[src/rtl/bcd_pkg.sv]
// Shared BCD digit type and digit limits for the up/down display counter.
package bcd_pkg;

  typedef logic [3:0] bcd_digit_t;

  localparam bcd_digit_t BCD_MAX = 4'd9;
  localparam bcd_digit_t BCD_MIN = 4'd0;

endpackage

[src/rtl/bcd_digit_cell.sv]
// One BCD digit register with increment/decrement, rollover gating and parallel load.
module bcd_digit_cell
  import bcd_pkg::*;
(
  input  logic       clk,
  input  logic       rst,
  input  logic       step,
  input  logic       upd,
  input  logic       wrap_en,
  input  logic       ld,
  input  logic [3:0] ld_val,
  output logic [3:0] q,
  output logic       is_max,
  output logic       is_min
);

  bcd_digit_t q_next;

  assign is_max = (q == BCD_MAX);
  assign is_min = (q == BCD_MIN);

  // Load wins over stepping; a digit at its boundary only rolls over when wrap_en allows it
  always_comb begin
    q_next = q;
    if (ld) begin
      q_next = ld_val;
    end else if (step) begin
      if (upd) begin
        if (!is_max)      q_next = q + 4'd1;
        else if (wrap_en) q_next = BCD_MIN;
      end else begin
        if (!is_min)      q_next = q - 4'd1;
        else if (wrap_en) q_next = BCD_MAX;
      end
    end
  end

  always_ff @(posedge clk or negedge rst) begin
    if (!rst) q <= BCD_MIN;
    else      q <= q_next;
  end

endmodule

[src/rtl/bcd_updown_counter_n.sv]
// N-digit packed-BCD up/down counter with per-digit load, sync clear, tick prescaler
// and wrap/saturate behaviour at the all-9 / all-0 limits.
module bcd_updown_counter_n
  import bcd_pkg::*;
#(
  parameter  int unsigned NUM_DIGITS = 8,
  parameter  int unsigned TICK_DIV   = 1,
  localparam int unsigned IDX_W      = (NUM_DIGITS > 1) ? $clog2(NUM_DIGITS) : 1
) (
  input  logic                    clk,
  input  logic                    rst,
  input  logic                    en,
  input  logic                    upd,
  input  logic                    sat_mode,
  input  logic                    clear,
  input  logic                    load,
  input  logic [IDX_W-1:0]        load_idx,
  input  logic [3:0]              load_digit,
  output logic [4*NUM_DIGITS-1:0] count,
  output logic                    wrap,
  output logic                    at_limit,
  output logic                    load_err
);

  logic [NUM_DIGITS-1:0] is_max;
  logic [NUM_DIGITS-1:0] is_min;
  logic [NUM_DIGITS-1:0] carry;
  logic [NUM_DIGITS-1:0] step;
  logic [NUM_DIGITS-1:0] ld;
  logic                  limit;
  logic                  idx_ok;
  logic                  load_ok;
  logic                  tick;
  logic                  wrap_en;
  bcd_digit_t            ld_val;

  // carry[i]: every digit below i sits at the boundary for the current direction
  always_comb begin
    logic run;
    run   = 1'b1;
    carry = '0;
    for (int i = 0; i < NUM_DIGITS; i++) begin
      carry[i] = run;
      run      = run & (upd ? is_max[i] : is_min[i]);
    end
    limit = run;
  end

  assign at_limit = limit;
  assign wrap_en  = ~(sat_mode & limit);

  // A full-range index field cannot address a missing digit
  if ((1 << IDX_W) == NUM_DIGITS) begin : g_idx_full
    assign idx_ok = 1'b1;
  end else begin : g_idx_part
    assign idx_ok = (load_idx < IDX_W'(NUM_DIGITS));
  end

  assign load_ok = idx_ok & (load_digit <= BCD_MAX);

  if (TICK_DIV == 1) begin : g_no_psc
    assign tick = en & ~clear & ~load;
  end else begin : g_psc
    localparam int unsigned PSC_W = $clog2(TICK_DIV);
    localparam logic [PSC_W-1:0] PSC_LAST = PSC_W'(TICK_DIV - 1);

    logic [PSC_W-1:0] psc;

    assign tick = en & ~clear & ~load & (psc == PSC_LAST);

    // Load freezes the prescaler; dropping enable restarts the division
    always_ff @(posedge clk or negedge rst) begin
      if (!rst) begin
        psc <= '0;
      end else if (clear) begin
        psc <= '0;
      end else if (!load) begin
        if (!en)                 psc <= '0;
        else if (psc == PSC_LAST) psc <= '0;
        else                      psc <= psc + PSC_W'(1);
      end
    end
  end

  // Clear is applied as a zero load into every digit
  assign ld_val = clear ? BCD_MIN : load_digit;

  for (genvar i = 0; i < NUM_DIGITS; i++) begin : g_digit
    assign step[i] = tick & carry[i];
    assign ld[i]   = clear | (load & load_ok & (load_idx == IDX_W'(i)));

    bcd_digit_cell u_cell (
      .clk     (clk),
      .rst     (rst),
      .step    (step[i]),
      .upd     (upd),
      .wrap_en (wrap_en),
      .ld      (ld[i]),
      .ld_val  (ld_val),
      .q       (count[4*i +: 4]),
      .is_max  (is_max[i]),
      .is_min  (is_min[i])
    );
  end

  always_ff @(posedge clk or negedge rst) begin
    if (!rst) begin
      wrap     <= 1'b0;
      load_err <= 1'b0;
    end else begin
      wrap     <= tick & limit & ~sat_mode;
      load_err <= ~clear & load & ~load_ok;
    end
  end

endmodule
[config.mk]
export PLATFORM = sky130hd
export DESIGN_NAME = bcd_updown_counter_n
export DESIGN_NICKNAME = d
export VERILOG_FILES = /design/src/rtl/bcd_pkg.sv /design/src/rtl/bcd_digit_cell.sv /design/src/rtl/bcd_updown_counter_n.sv
export SDC_FILE = /design/constraint.sdc
export NUM_CORES = 1
export LEC_CHECK = 0
export ABC_AREA = 1
export BUFFER_PORTS_ARGS = -buffer_cell sky130_fd_sc_hd__buf_4
export CORE_MARGIN = 8
export CORE_UTILIZATION = 35
export CTS_BUF_LIST = sky130_fd_sc_hd__clkbuf_2
export DETAILED_ROUTE_END_ITERATION = 16
export PLACE_DENSITY = 0.65
export SLEW_MARGIN = 20
export SYNTH_ARGS = -nofsm -noshare
export SYNTH_HDL_FRONTEND = slang
export SYNTH_SLANG_ARGS = --single-unit
[constraint.sdc]
create_clock -name clk -period 2.9 [get_ports clk]
set_clock_uncertainty 0.1 [all_clocks]
set_input_delay 0.58 -clock clk [delete_from_list [all_inputs] [get_ports clk]]
set_output_delay 0.58 -clock clk [all_outputs]
set_load 0.03 [all_outputs]
# After elaboration in Yosys (flattened, before gate mapping)
# Index checks and enable logic that the tools add are counted.
# Widths: inputs -> output; s select.
dict set report op_classes {
  bitwise 42
  add_sub_neg 16
  n_reduce_logical 25
  n_mux 51
  magnitude_cmp 1
  eq_ne 31
}
# op n
set op_table {}
lappend op_table {{$mux 4} 43}
lappend op_table {{$ne 4x3->1 const B} 16}
lappend op_table {{$add 4x1->4 const B} 8}
lappend op_table {{$eq 4x4->1 const B} 8}
lappend op_table {{$logic_not 4->1} 8}
lappend op_table {{$sub 4x1->4 const B} 8}
lappend op_table {{$and 1x1->1} 30}
lappend op_table {{$reduce_and 3->1} 8}
lappend op_table {{$reduce_bool 2->1} 8}
lappend op_table {{$eq 3x3->1 const B} 4}
lappend op_table {{$mux 1} 8}
lappend op_table {{$or 1x1->1} 8}
lappend op_table {{$eq 3x2->1 const B} 2}
lappend op_table {{$le 4x4->1 const B} 1}
lappend op_table {{$not 1->1} 4}
lappend op_table {{$eq 3x1->1 const B} 1}
lappend op_table {{$logic_not 3->1} 1}
dict set report totals {
  regBits 34
  wordCells 176
  in_bits 14
}

# Depth between registers and ports, before layout
# Gate-level depths: netlist of run 1.
dict set report logic_depth {
  depth_word 15
  ltp_mapped 13
}

# Hierarchy
# Synthesis of run 1 repeated with hierarchy kept, for this count alone.
dict set report hier_totals {
  cells_unflattened 633
  hier_area_um2 4011.3
}
# module n_inst cells_each area_per_inst_um2 seq_area_each_um2
set modules_own_cells {}
lappend modules_own_cells {bcd_digit_cell 8 69 440.4 100.1}
lappend modules_own_cells {bcd_updown_counter_n 1 81 488.0 50.0}

# Worst setup path after synthesis of run 1
# OpenSTA, ideal clock, no wires.
dict set report synth_path {
  kind {register to output}
  start {register g_digit[7].u_cell.q[1]}
  end {output at_limit}
  t_arrival_ps 1560
  path_slack_ps 660
  stages_incl_launch_ff 10
  n_path_buf 2
  path_cell_list {dfrtp_1 buf_2 nor2_1 nand3_1 nand2_1 nand2_1 nor2_2 nand2_4 nor2_8 buf_12}
}
dict set report synth_via {
  elab_chain_len 3
}
# element line_no
set synth_rtl {}
lappend synth_rtl {{start, declared} bcd_digit_cell.sv:12} ;# output logic [3:0] q,
lappend synth_rtl {{start signal, assigned} bcd_digit_cell.sv:40} ;# else q <= q_next;
lappend synth_rtl {{$eq 4x4->1 or $logic_not 4->1 (tied branches)} {bcd_digit_cell.sv:19, bcd_digit_cell.sv:20}}
lappend synth_rtl {{$mux 1 (*)} bcd_updown_counter_n.sv:44} ;# run = run & (upd ? is_max[i] : is_min[i]);
lappend synth_rtl {{$and 1x1->1 (*)} bcd_updown_counter_n.sv:44}
lappend synth_rtl {{end, declared} bcd_updown_counter_n.sv:21} ;# output logic at_limit,
# Mark *: on every way between the ends. The rest lies on a longest branch, timed or not.

# Final worst setup path of run 1
dict set report layout_path {
  start {register g_digit[2].u_cell.q[0]}
  end {output at_limit}
}
dict set report layout_via {
  elab_chain_len 8
}
# element line_no
set layout_rtl {}
lappend layout_rtl {{start, declared} bcd_digit_cell.sv:12}
lappend layout_rtl {{start signal, assigned} bcd_digit_cell.sv:40}
lappend layout_rtl {{$eq 4x4->1 or $logic_not 4->1 (tied branches)} {bcd_digit_cell.sv:19, bcd_digit_cell.sv:20}}
lappend layout_rtl {{$mux 1 (*)} bcd_updown_counter_n.sv:44}
lappend layout_rtl {{$and 1x1->1 (*) (6 in series)} bcd_updown_counter_n.sv:44}
# Marked as above.

==> tab_implementation.tex, run 1 <==
\begin{tabular}{lr}
\hline
Metric & Value \\
\hline
\multicolumn{2}{l}{\textbf{Setup path}} \\
Critical path startpoint category & flip-flop \\
Worst Path Class, Setup & flip-flop to output port \\
Startpoint of the worst register-to-register path & g\_digit[2].u\_cell.q[0] \\
Crit Path Max Fanout & 7 \\
Required time of the critical path & 2.22 ns \\
Capturing element type of the critical path & output port \\
Worst endpoint data arrival time & 2.04 ns \\
Launching instance or port of the critical path & g\_digit[2].u\_cell.q[0] \\
\multicolumn{2}{l}{\textbf{Place}} \\
Final RePlAce weighted congestion & about 0.86 \\
Detailed Place HPWL & about 7.7 mm \\
Total of buffers placed on input and output ports & 48 \\
\multicolumn{2}{l}{\textbf{Yosys}} \\
Post-synthesis cell area & 3530 um2 \\
Total number of yosys warnings & 0 \\
Fraction of the yosys area taken by sequential cells & 0.241 \\
Number of distinct standard cells referenced by the synthesized netlist & 32 \\
Syn Area/Cell & 6.45 um2 \\
Post-synthesis net count & 561 \\
Synthesized instance count & $\sim$550 \\
Flip-flop and latch count after synthesis & 34 \\
\multicolumn{2}{l}{\textbf{Hold path}} \\
Source of the worst hold timing path & load \\
Path category of the worst min-delay check & input pin to flip-flop \\
\multicolumn{2}{l}{\textbf{Die}} \\
Die extent in x & 116 um \\
Die Outline Area & 13500 um2 \\
Number of ports placed on the die boundary & a little under 50 \\
Placement row count & 36 \\
Initial Utilization & 0.361 \\
Die height & 116 um \\
Core Box Area & 9770 um2 \\
\multicolumn{2}{l}{\textbf{Final layout}} \\
Area growth from synthesis to layout & 15.3\% \\
Share of layout cells above drive strength 1 & 0.189 \\
\# diodes & 0 \\
Fin nets & 606 \\
Fill cell count & between 1000 and 1500 \\
\multicolumn{2}{l}{\textbf{STA}} \\
Achievable clock frequency & 0.368 GHz \\
Slew of the pin with the lowest slew margin & 0.888 ns \\
Max-Slew Margin vs Limit & 0.406 \\
Final critical delay including setup and external delays & between 2 and 3 ns \\
Count of final max-slew check failures & 0 \\
Final TNS setup & 0 ns \\
Final setup violation count & 0 \\
Setup repair after global routing missed its margin & no \\
Final critical-path share of the clock period & 0.938 \\
Hold slack & $\sim$0.33 ns \\
Total count of hold-check failures in the final report & 0 \\
\multicolumn{2}{l}{\textbf{Power and ir drop}} \\
Power density over the cells & 478 nW/um2 \\
Static leakage & 2.02 nW \\
IR drop worst, VDD & 0.155 mV \\
\multicolumn{2}{l}{\textbf{Clocking}} \\
Number of sinks on the clock net & 34 \\
Reg clk slew, reported paths & 0.20 ns \\
Later-pin clock latency in the skew report & 0.39 ns \\
Clock root buffer & sky130\_fd\_sc\_hd\_\_clkbuf\_2 \\
CTS tree & done \\
Number of buffers created by CTS & 5 \\
Worst-case clock buffer depth & 2 \\
CTS H-tree depth & 2 \\
\multicolumn{2}{l}{\textbf{Global route}} \\
First-pass GRT wire length & 17.2 mm \\
Maximum number of pins on one net before global-route repair & 35 \\
Total gr overflow & 0 \\
Antenna violations before repair & 0 \\
Overall Global Routing Usage & 0.155 \\
Via count of the first global-routing pass & 3589 \\
\multicolumn{2}{l}{\textbf{Route}} \\
Average detailed-routed wire length per instance & 14.1 um \\
Initial drt markers & roughly 250 \\
Total wire length after detailed routing & 10.3 mm \\
Detailed-router iteration count before antenna repair & 5 \\
Remaining design rule violation count & 0 \\
Number of vias in the routed layout & between 3000 and 4000 \\
Remaining antenna violation count after routing & 0 \\
Vias/cell & 5.26 \\
\multicolumn{2}{l}{\textbf{Run status}} \\
Outcome & complete, no violations \\
\multicolumn{2}{l}{\textbf{Flow run}} \\
Maximum capacitance violations & 0 \\
\hline
\end{tabular}
[synth_stat cells]
library cell	count	area share
sky130_fd_sc_hd__nor3_2	1	0.0028
sky130_fd_sc_hd__buf_12	1	0.0057
sky130_fd_sc_hd__xnor2_1	2	0.0050
sky130_fd_sc_hd__dfrtp_1	34	0.24
sky130_fd_sc_hd__a21oi_1	4	0.0057
sky130_fd_sc_hd__nand3_2	9	0.026
sky130_fd_sc_hd__nand2_4	3	0.0096
sky130_fd_sc_hd__nor2_1	53	0.056
sky130_fd_sc_hd__xor2_1	11	0.027
sky130_fd_sc_hd__buf_6	1	0.0032
sky130_fd_sc_hd__o2111ai_1	1	0.0025
sky130_fd_sc_hd__o21ai_2	1	0.0025
sky130_fd_sc_hd__nand4_1	40	0.071
sky130_fd_sc_hd__nand2_1	172	0.18
sky130_fd_sc_hd__inv_1	45	0.048
sky130_fd_sc_hd__buf_4	2	0.0043
sky130_fd_sc_hd__o211ai_1	4	0.0085
sky130_fd_sc_hd__nor3_1	7	0.0099
sky130_fd_sc_hd__nor2_8	2	0.011
sky130_fd_sc_hd__nand2_2	9	0.016
sky130_fd_sc_hd__buf_2	8	0.011
sky130_fd_sc_hd__nor2_4	5	0.016
sky130_fd_sc_hd__clkbuf_8	1	0.0039
sky130_fd_sc_hd__inv_2	3	0.0032
sky130_fd_sc_hd__o21ai_0	70	0.099
sky130_fd_sc_hd__clkbuf_1	3	0.0032
sky130_fd_sc_hd__nor2_2	5	0.0089
sky130_fd_sc_hd__buf_1	2	0.0021
sky130_fd_sc_hd__nor4_1	1	0.0018
sky130_fd_sc_hd__o31ai_1	4	0.0085
sky130_fd_sc_hd__nand4_4	9	0.054
sky130_fd_sc_hd__nand3_1	34	0.048
[cell usage in the layout (no fill, tap or decap), drive strengths merged]
master | Yosys | routed
clkbuf | 4 | 6
xor2 | 11 | 11
o2111ai | 1 | 1
a21oi | 4 | 4
nor3 | 8 | 8
dfrtp | 34 | 34
clkinv | 0 | 2
inv | 48 | 48
o211ai | 4 | 4
nor2 | 65 | 65
nand4 | 49 | 49
nor4 | 1 | 1
nand3 | 43 | 43
dlygate4sd3 | 0 | 1
xnor2 | 2 | 2
buf | 14 | 55
o31ai | 4 | 4
nand2 | 184 | 184
o21ai | 71 | 71
[power by group]
group | switching (W) | leakage [nW] | total (W) | internal (W)
Combinational | 0.000642 | 1.55 | 0.000996 | 0.000353
Sequential | 0.000165 | 0.438 | 0.000713 | 0.000548
Clock | 0.000177 | 0.0304 | 0.000237 | 0.0000594
[critical path, stage by stage (launching register included)]
cell and delay, ns:
sky130_fd_sc_hd__dfrtp_1 0.51, sky130_fd_sc_hd__nor2_1 0.25, sky130_fd_sc_hd__nand2_1 0.11, sky130_fd_sc_hd__nand2_1 0.07, sky130_fd_sc_hd__nand2_1 0.12, sky130_fd_sc_hd__nor2_4 0.12, sky130_fd_sc_hd__nand2_4 0.07, sky130_fd_sc_hd__nor2_8 0.20
sky130_fd_sc_hd__buf_4 0.20
[layout make-up]
type	instances	area (um2)	area share
clock inverter	2	8.76	0.00215
clock buffer	6	30.0	0.00738
timing repair buffer	56	448	0.110
sequential	34	852	0.209
tap	133	166	0.0409
multi-input combinational	447	2380	0.586
inverter	48	180	0.0443
[kinds of logic (layout without fill, tap and decap cells)]
logic type,after synthesis,count (layout),share of synthesized area
flip-flops,34,34,0.241
AO/OA/AOI/OAI,84,84,0.127
buffers and inverters,66,112,0.0848
XOR/XNOR,13,13,0.0323
AND/OR/NAND/NOR,350,350,0.515
[sequential cells by signal, summed over array words and instances (netlist names)]
name              count
g_digit.u_cell.q     32
load_err              1
wrap                  1
[routing by layer]
layer  GRT usage  vias up  wire [um]
li1            -     1930          -
met1       0.196     1760       4640
met2       0.267      121       4940
met3      0.0253       10        574
met4      0.0424        0        115
met5           0        -          0
[path summary, 6_finish.rpt]
check | endpoint | slack [ns] | depth (start not counted)
min | load_err | 0.33 | 3
min reg2reg | g_digit[0].u_cell.q[0] | 0.50 | 2
max reg2reg | g_digit[7].u_cell.q[0] | 0.54 | 12
max | at_limit | 0.18 | 8
max in group asynchronous | g_digit[3].u_cell.q[1] | 1.80 | 2
min in group asynchronous | g_digit[4].u_cell.q[3] | 0.55 | 2
[stage by stage]
step / cell area [um2] / instances / setup slack [ns] / util / power, W
after floorplan: 3530 / 547 / 0.660 / - / 0.00141
after global placement: 4010 / 717 / 0.291 / 0.411 / 0.00170
after detailed placement: 4010 / 717 / 0.251 / 0.411 / 0.00171
after CTS: 4060 / 726 / 0.0996 / 0.416 / 0.00196
after global routing: 4070 / 726 / 0.0188 / 0.416 / 0.00212
final: 4070 / 726 / 0.180 / 0.416 / 0.00195
[repair_timing]
action / CTS / global route
setup endpoints to repair: 0 / 1
resized for setup: 0 / 3
setup buffers: 0 / 0
endpoints found under the hold margin: 8 / 0
hold buffers: 1 / 0
No activity file was read; power rests on OpenSTA's default activity.
==> inputs of run 2 (changes only) <==
--- a/config.mk
+++ b/config.mk
@@ -9,10 +9,12 @@
 export BUFFER_PORTS_ARGS = -buffer_cell sky130_fd_sc_hd__buf_4
 export CORE_MARGIN = 8
 export CORE_UTILIZATION = 35
-export CTS_BUF_LIST = sky130_fd_sc_hd__clkbuf_2
+export CTS_BUF_LIST = sky130_fd_sc_hd__clkbuf_8 sky130_fd_sc_hd__clkbuf_16
 export DETAILED_ROUTE_END_ITERATION = 16
 export PLACE_DENSITY = 0.65
+export RECOVER_POWER = 25
 export SLEW_MARGIN = 20
 export SYNTH_ARGS = -nofsm -noshare
 export SYNTH_HDL_FRONTEND = slang
+export SYNTH_HIERARCHICAL = 1
 export SYNTH_SLANG_ARGS = --single-unit
==> tab_implementation.tex, run 2 <==
\begin{tabular}{lr}
\hline
Metric & Value \\
\hline
\multicolumn{2}{l}{\textbf{Run status}} \\
Outcome & finished, violations left \\
Violated checks & capacitance limit, slew limit \\
\multicolumn{2}{l}{\textbf{Setup path}} \\
Worst endpoint data arrival time & 1.97 ns (-0.07 ns) \\
Crit Path Max Fanout & 6 (-1) \\
Capturing element type of the critical path & output port \\
Required time of the critical path & 2.22 ns (about the same) \\
Worst Path Class, Setup & flip-flop to output port \\
Critical path startpoint category & flip-flop \\
\multicolumn{2}{l}{\textbf{Global route}} \\
Antenna violations before repair & 0 (unchanged) \\
Maximum number of pins on one net before global-route repair & 35 (unchanged) \\
Via count of the first global-routing pass & 3763 (+4.8\%) \\
Total gr overflow & 0 (unchanged) \\
First-pass GRT wire length & 17.8 mm (+3.6\%) \\
Overall Global Routing Usage & 0.142 (-0.0131) \\
\multicolumn{2}{l}{\textbf{Die}} \\
Number of ports placed on the die boundary & 49 (unchanged) \\
Die height & 123 um (+5.7\%) \\
Core Box Area & 11300 um2 (+16\%) \\
Initial Utilization & 0.354 (-0.00652) \\
Die extent in x & 123 um (+5.7\%) \\
Die Outline Area & 15100 um2 (+12\%) \\
Placement row count & 39 (+8.3\%) \\
\multicolumn{2}{l}{\textbf{Route}} \\
Initial drt markers & 199 (-19\%) \\
Average detailed-routed wire length per instance & 12.2 um (-13\%) \\
Detailed-router iteration count before antenna repair & 4 (-1) \\
Number of vias in the routed layout & 3954 (+3.5\%) \\
Remaining design rule violation count & 0 (unchanged) \\
Remaining antenna violation count after routing & 0 (unchanged) \\
Total wire length after detailed routing & 10.3 mm (-0.11\%) \\
Vias/cell & 4.72 (-10\%) \\
\multicolumn{2}{l}{\textbf{Final layout}} \\
Area growth from synthesis to layout & 17.8\% \\
Share of layout cells above drive strength 1 & 0.341 (+0.152) \\
Most used cells in the layout excluding fill and tap cells & sky130\_fd\_sc\_hd\_\_nand2\_1 (238), sky130\_fd\_sc\_hd\_\_nand3\_1 (64), sky130\_fd\_sc\_hd\_\_buf\_4 (62) \\
Most common cell after layout, fill and taps aside & sky130\_fd\_sc\_hd\_\_nand2\_1 \\
Fin nets & 708 (+17\%) \\
\# diodes & 0 (unchanged) \\
Post-layout utilization of the core & 0.417 (+0.00117) \\
Largest register FFs & 32 (unchanged) \\
Largest reg by FF count & g\_digit.u\_cell/q \\
Regs by FF count & g\_digit.u\_cell/q: 32 flops, load\_err: 1 flops, wrap: 1 flops \\
\multicolumn{2}{l}{\textbf{Yosys}} \\
Leading register cell type out of synthesis & sky130\_fd\_sc\_hd\_\_dfrtp\_1 \\
Largest cells by area after synthesis & sky130\_fd\_sc\_hd\_\_nand2\_1 (22\%), sky130\_fd\_sc\_hd\_\_dfrtp\_1 (21\%), sky130\_fd\_sc\_hd\_\_nand3\_2 (8.5\%) \\
Flip-flop and latch count after synthesis & 34 (unchanged) \\
Share of synthesized registers carrying an async set or reset & 1.00 (unchanged) \\
Most frequent cell after synthesis & sky130\_fd\_sc\_hd\_\_nand2\_1 \\
Cell type with the highest aggregate area in the netlist & sky130\_fd\_sc\_hd\_\_nand2\_1 \\
Syn Area/Cell & 6.34 um2 (-1.7\%) \\
Proportion of netlist area held by the largest area contributor & 0.223 (-0.0185) \\
Post-synthesis cell area & 4010 um2 (+14\%) \\
Post-synthesis net count & 647 (+15\%) \\
Fraction of the yosys area taken by sequential cells & 0.212 (-0.0291) \\
Top cells by count, synth & sky130\_fd\_sc\_hd\_\_nand2\_1 (238), sky130\_fd\_sc\_hd\_\_nand3\_1 (64), sky130\_fd\_sc\_hd\_\_inv\_1 (43) \\
Number of enable-type register cells in the synthesized netlist & 0 (unchanged) \\
Synthesized instance count & 633 (+16\%) \\
Total number of yosys warnings & 6 (+6) \\
Number of distinct standard cells referenced by the synthesized netlist & 25 (-22\%) \\
\multicolumn{2}{l}{\textbf{STA}} \\
Slew of the pin with the lowest slew margin & 2.02 ns (+1.13 ns) \\
Count of final max-slew check failures & 35 (+35) \\
Final critical delay including setup and external delays & 2.65 ns (-0.0659 ns) \\
Achievable clock frequency & 0.377 GHz (+2.5\%) \\
Final TNS setup & 0 ns (unchanged) \\
Setup repair after global routing missed its margin & no \\
Max-Slew Margin vs Limit & -0.349 (-0.754) \\
Total count of hold-check failures in the final report & 0 (unchanged) \\
Final setup violation count & 0 (unchanged) \\
Final critical-path share of the clock period & 0.915 (-0.0227) \\
\multicolumn{2}{l}{\textbf{Clocking}} \\
Reg clk slew, reported paths & 0.05 ns (-0.15 ns) \\
Postcts setup bufs & 0 (unchanged) \\
CTS tree & done \\
Number of sinks on the clock net & 34 (unchanged) \\
Clock root buffer & sky130\_fd\_sc\_hd\_\_clkbuf\_16 \\
Post-cts gate resize count & 0 (unchanged) \\
Worst-case clock buffer depth & 2 (unchanged) \\
Later-pin clock latency in the skew report & 0.28 ns (-0.11 ns) \\
Number of buffers created by CTS & 5 (unchanged) \\
Number of hold-repair buffers added at the cts stage & 0 (-1) \\
CTS H-tree depth & 2 (unchanged) \\
\multicolumn{2}{l}{\textbf{Hold path}} \\
Path category of the worst min-delay check & input pin to flip-flop \\
\multicolumn{2}{l}{\textbf{Place}} \\
Final RePlAce weighted congestion & 0.894 (+3.6\%) \\
Total of buffers placed on input and output ports & 48 (unchanged) \\
Detailed Place HPWL & 7.87 mm (+2.4\%) \\
\multicolumn{2}{l}{\textbf{Power and ir drop}} \\
Static leakage & 2.53 nW (+25\%) \\
IR drop worst, VDD & 0.243 mV (+57\%) \\
Power density over the cells & 515 nW/um2 (+7.6\%) \\
\multicolumn{2}{l}{\textbf{Flow run}} \\
Maximum capacitance violations & 1 (+1) \\
\hline
\end{tabular}
[run 2: cell count changes after synthesis, moves of 9 or more]
cell / change
sky130_fd_sc_hd__nand4_4: -9
sky130_fd_sc_hd__o21ai_0: -69
sky130_fd_sc_hd__xor2_1: -11
sky130_fd_sc_hd__inv_2: +30
sky130_fd_sc_hd__nor2_1: -12
sky130_fd_sc_hd__or2_2: +16
sky130_fd_sc_hd__nor2_4: +13
sky130_fd_sc_hd__nand4_1: -31
sky130_fd_sc_hd__nand2_2: +26
sky130_fd_sc_hd__nand3_2: +25
sky130_fd_sc_hd__nand3_1: +30
sky130_fd_sc_hd__nand2_1: +66
[run 2: report_power, final]
part           total (W)  internal (W)  switching, W
clock network   0.000589      0.000389      0.000200
registers       0.000717      0.000545      0.000172
logic            0.00113      0.000408      0.000718
total            0.00243       0.00134       0.00109
[run 2: cell families (layout without fill, tap and decap cells)]
logic type      count (synthesis)  after routing  synth area share
flops                          34             34             0.212
simple gates                  471            471             0.621
compound gates                 34             34            0.0549
buf+inv                        94            156             0.112
[run 2: layout make-up]
class,count,area (um2)
inverter,85,347
sequential,34,851
tap,143,179
timing repair buffer,63,469
clock buffer,8,166
multi-input combinational,505,2710
fill,1223,6600
[run 2: final timing paths]
| kind | start | end | slack [ns] | cells past startpoint |
|---|---|---|---|---|
| worst min register to register | g_digit[2].u_cell/q[2] | g_digit[2].u_cell/q[2] | 0.50 | 2 |
| min in group asynchronous | rst | g_digit[6].u_cell/q[2] | 0.78 | 1 |
| worst min-delay path | load | load_err | 0.48 | 3 |
| worst max register to register | g_digit[1].u_cell/q[2] | g_digit[0].u_cell/q[1] | 0.50 | 15 |
| worst max-delay path | g_digit[1].u_cell/q[2] | at_limit | 0.25 | 10 |
| max in group asynchronous | rst | g_digit[5].u_cell/q[1] | 0.76 | 1 |
[run 2: stage by stage]
stage,total power (W),hold WS (ns),cells,instance area [um2],setup slack (ns)
final,0.00243,0.476,838,4720,0.246
after global routing,0.00263,0.488,838,4720,0.167
after CTS,0.00247,0.181,838,4730,0.255
after detailed placement,0.00186,0.482,830,4560,0.311
after global placement,0.00186,0.476,830,4560,0.356
after floorplan,0.00157,0.184,633,4010,0.482
[run 2: per-layer routing]
layer,GRT usage,up-vias,share of wire
met1,0.189,1719,0.49
met2,0.236,91,0.45
met5,0,-,0
met3,0.0205,12,0.050
li1,-,2132,-
met4,0.0376,0,0.016
[run 2: critical path, stage by stage (launching register included)]
cell                      delay, ns
sky130_fd_sc_hd__dfrtp_1       0.45
sky130_fd_sc_hd__inv_2         0.14
sky130_fd_sc_hd__nand2_2       0.08
sky130_fd_sc_hd__nor2_4        0.16
sky130_fd_sc_hd__nand2_2       0.09
sky130_fd_sc_hd__nand2_4       0.10
sky130_fd_sc_hd__nand2_4       0.06
sky130_fd_sc_hd__nor2_4        0.16
sky130_fd_sc_hd__nand2_1       0.08
sky130_fd_sc_hd__nor2_1        0.17
sky130_fd_sc_hd__buf_4         0.20
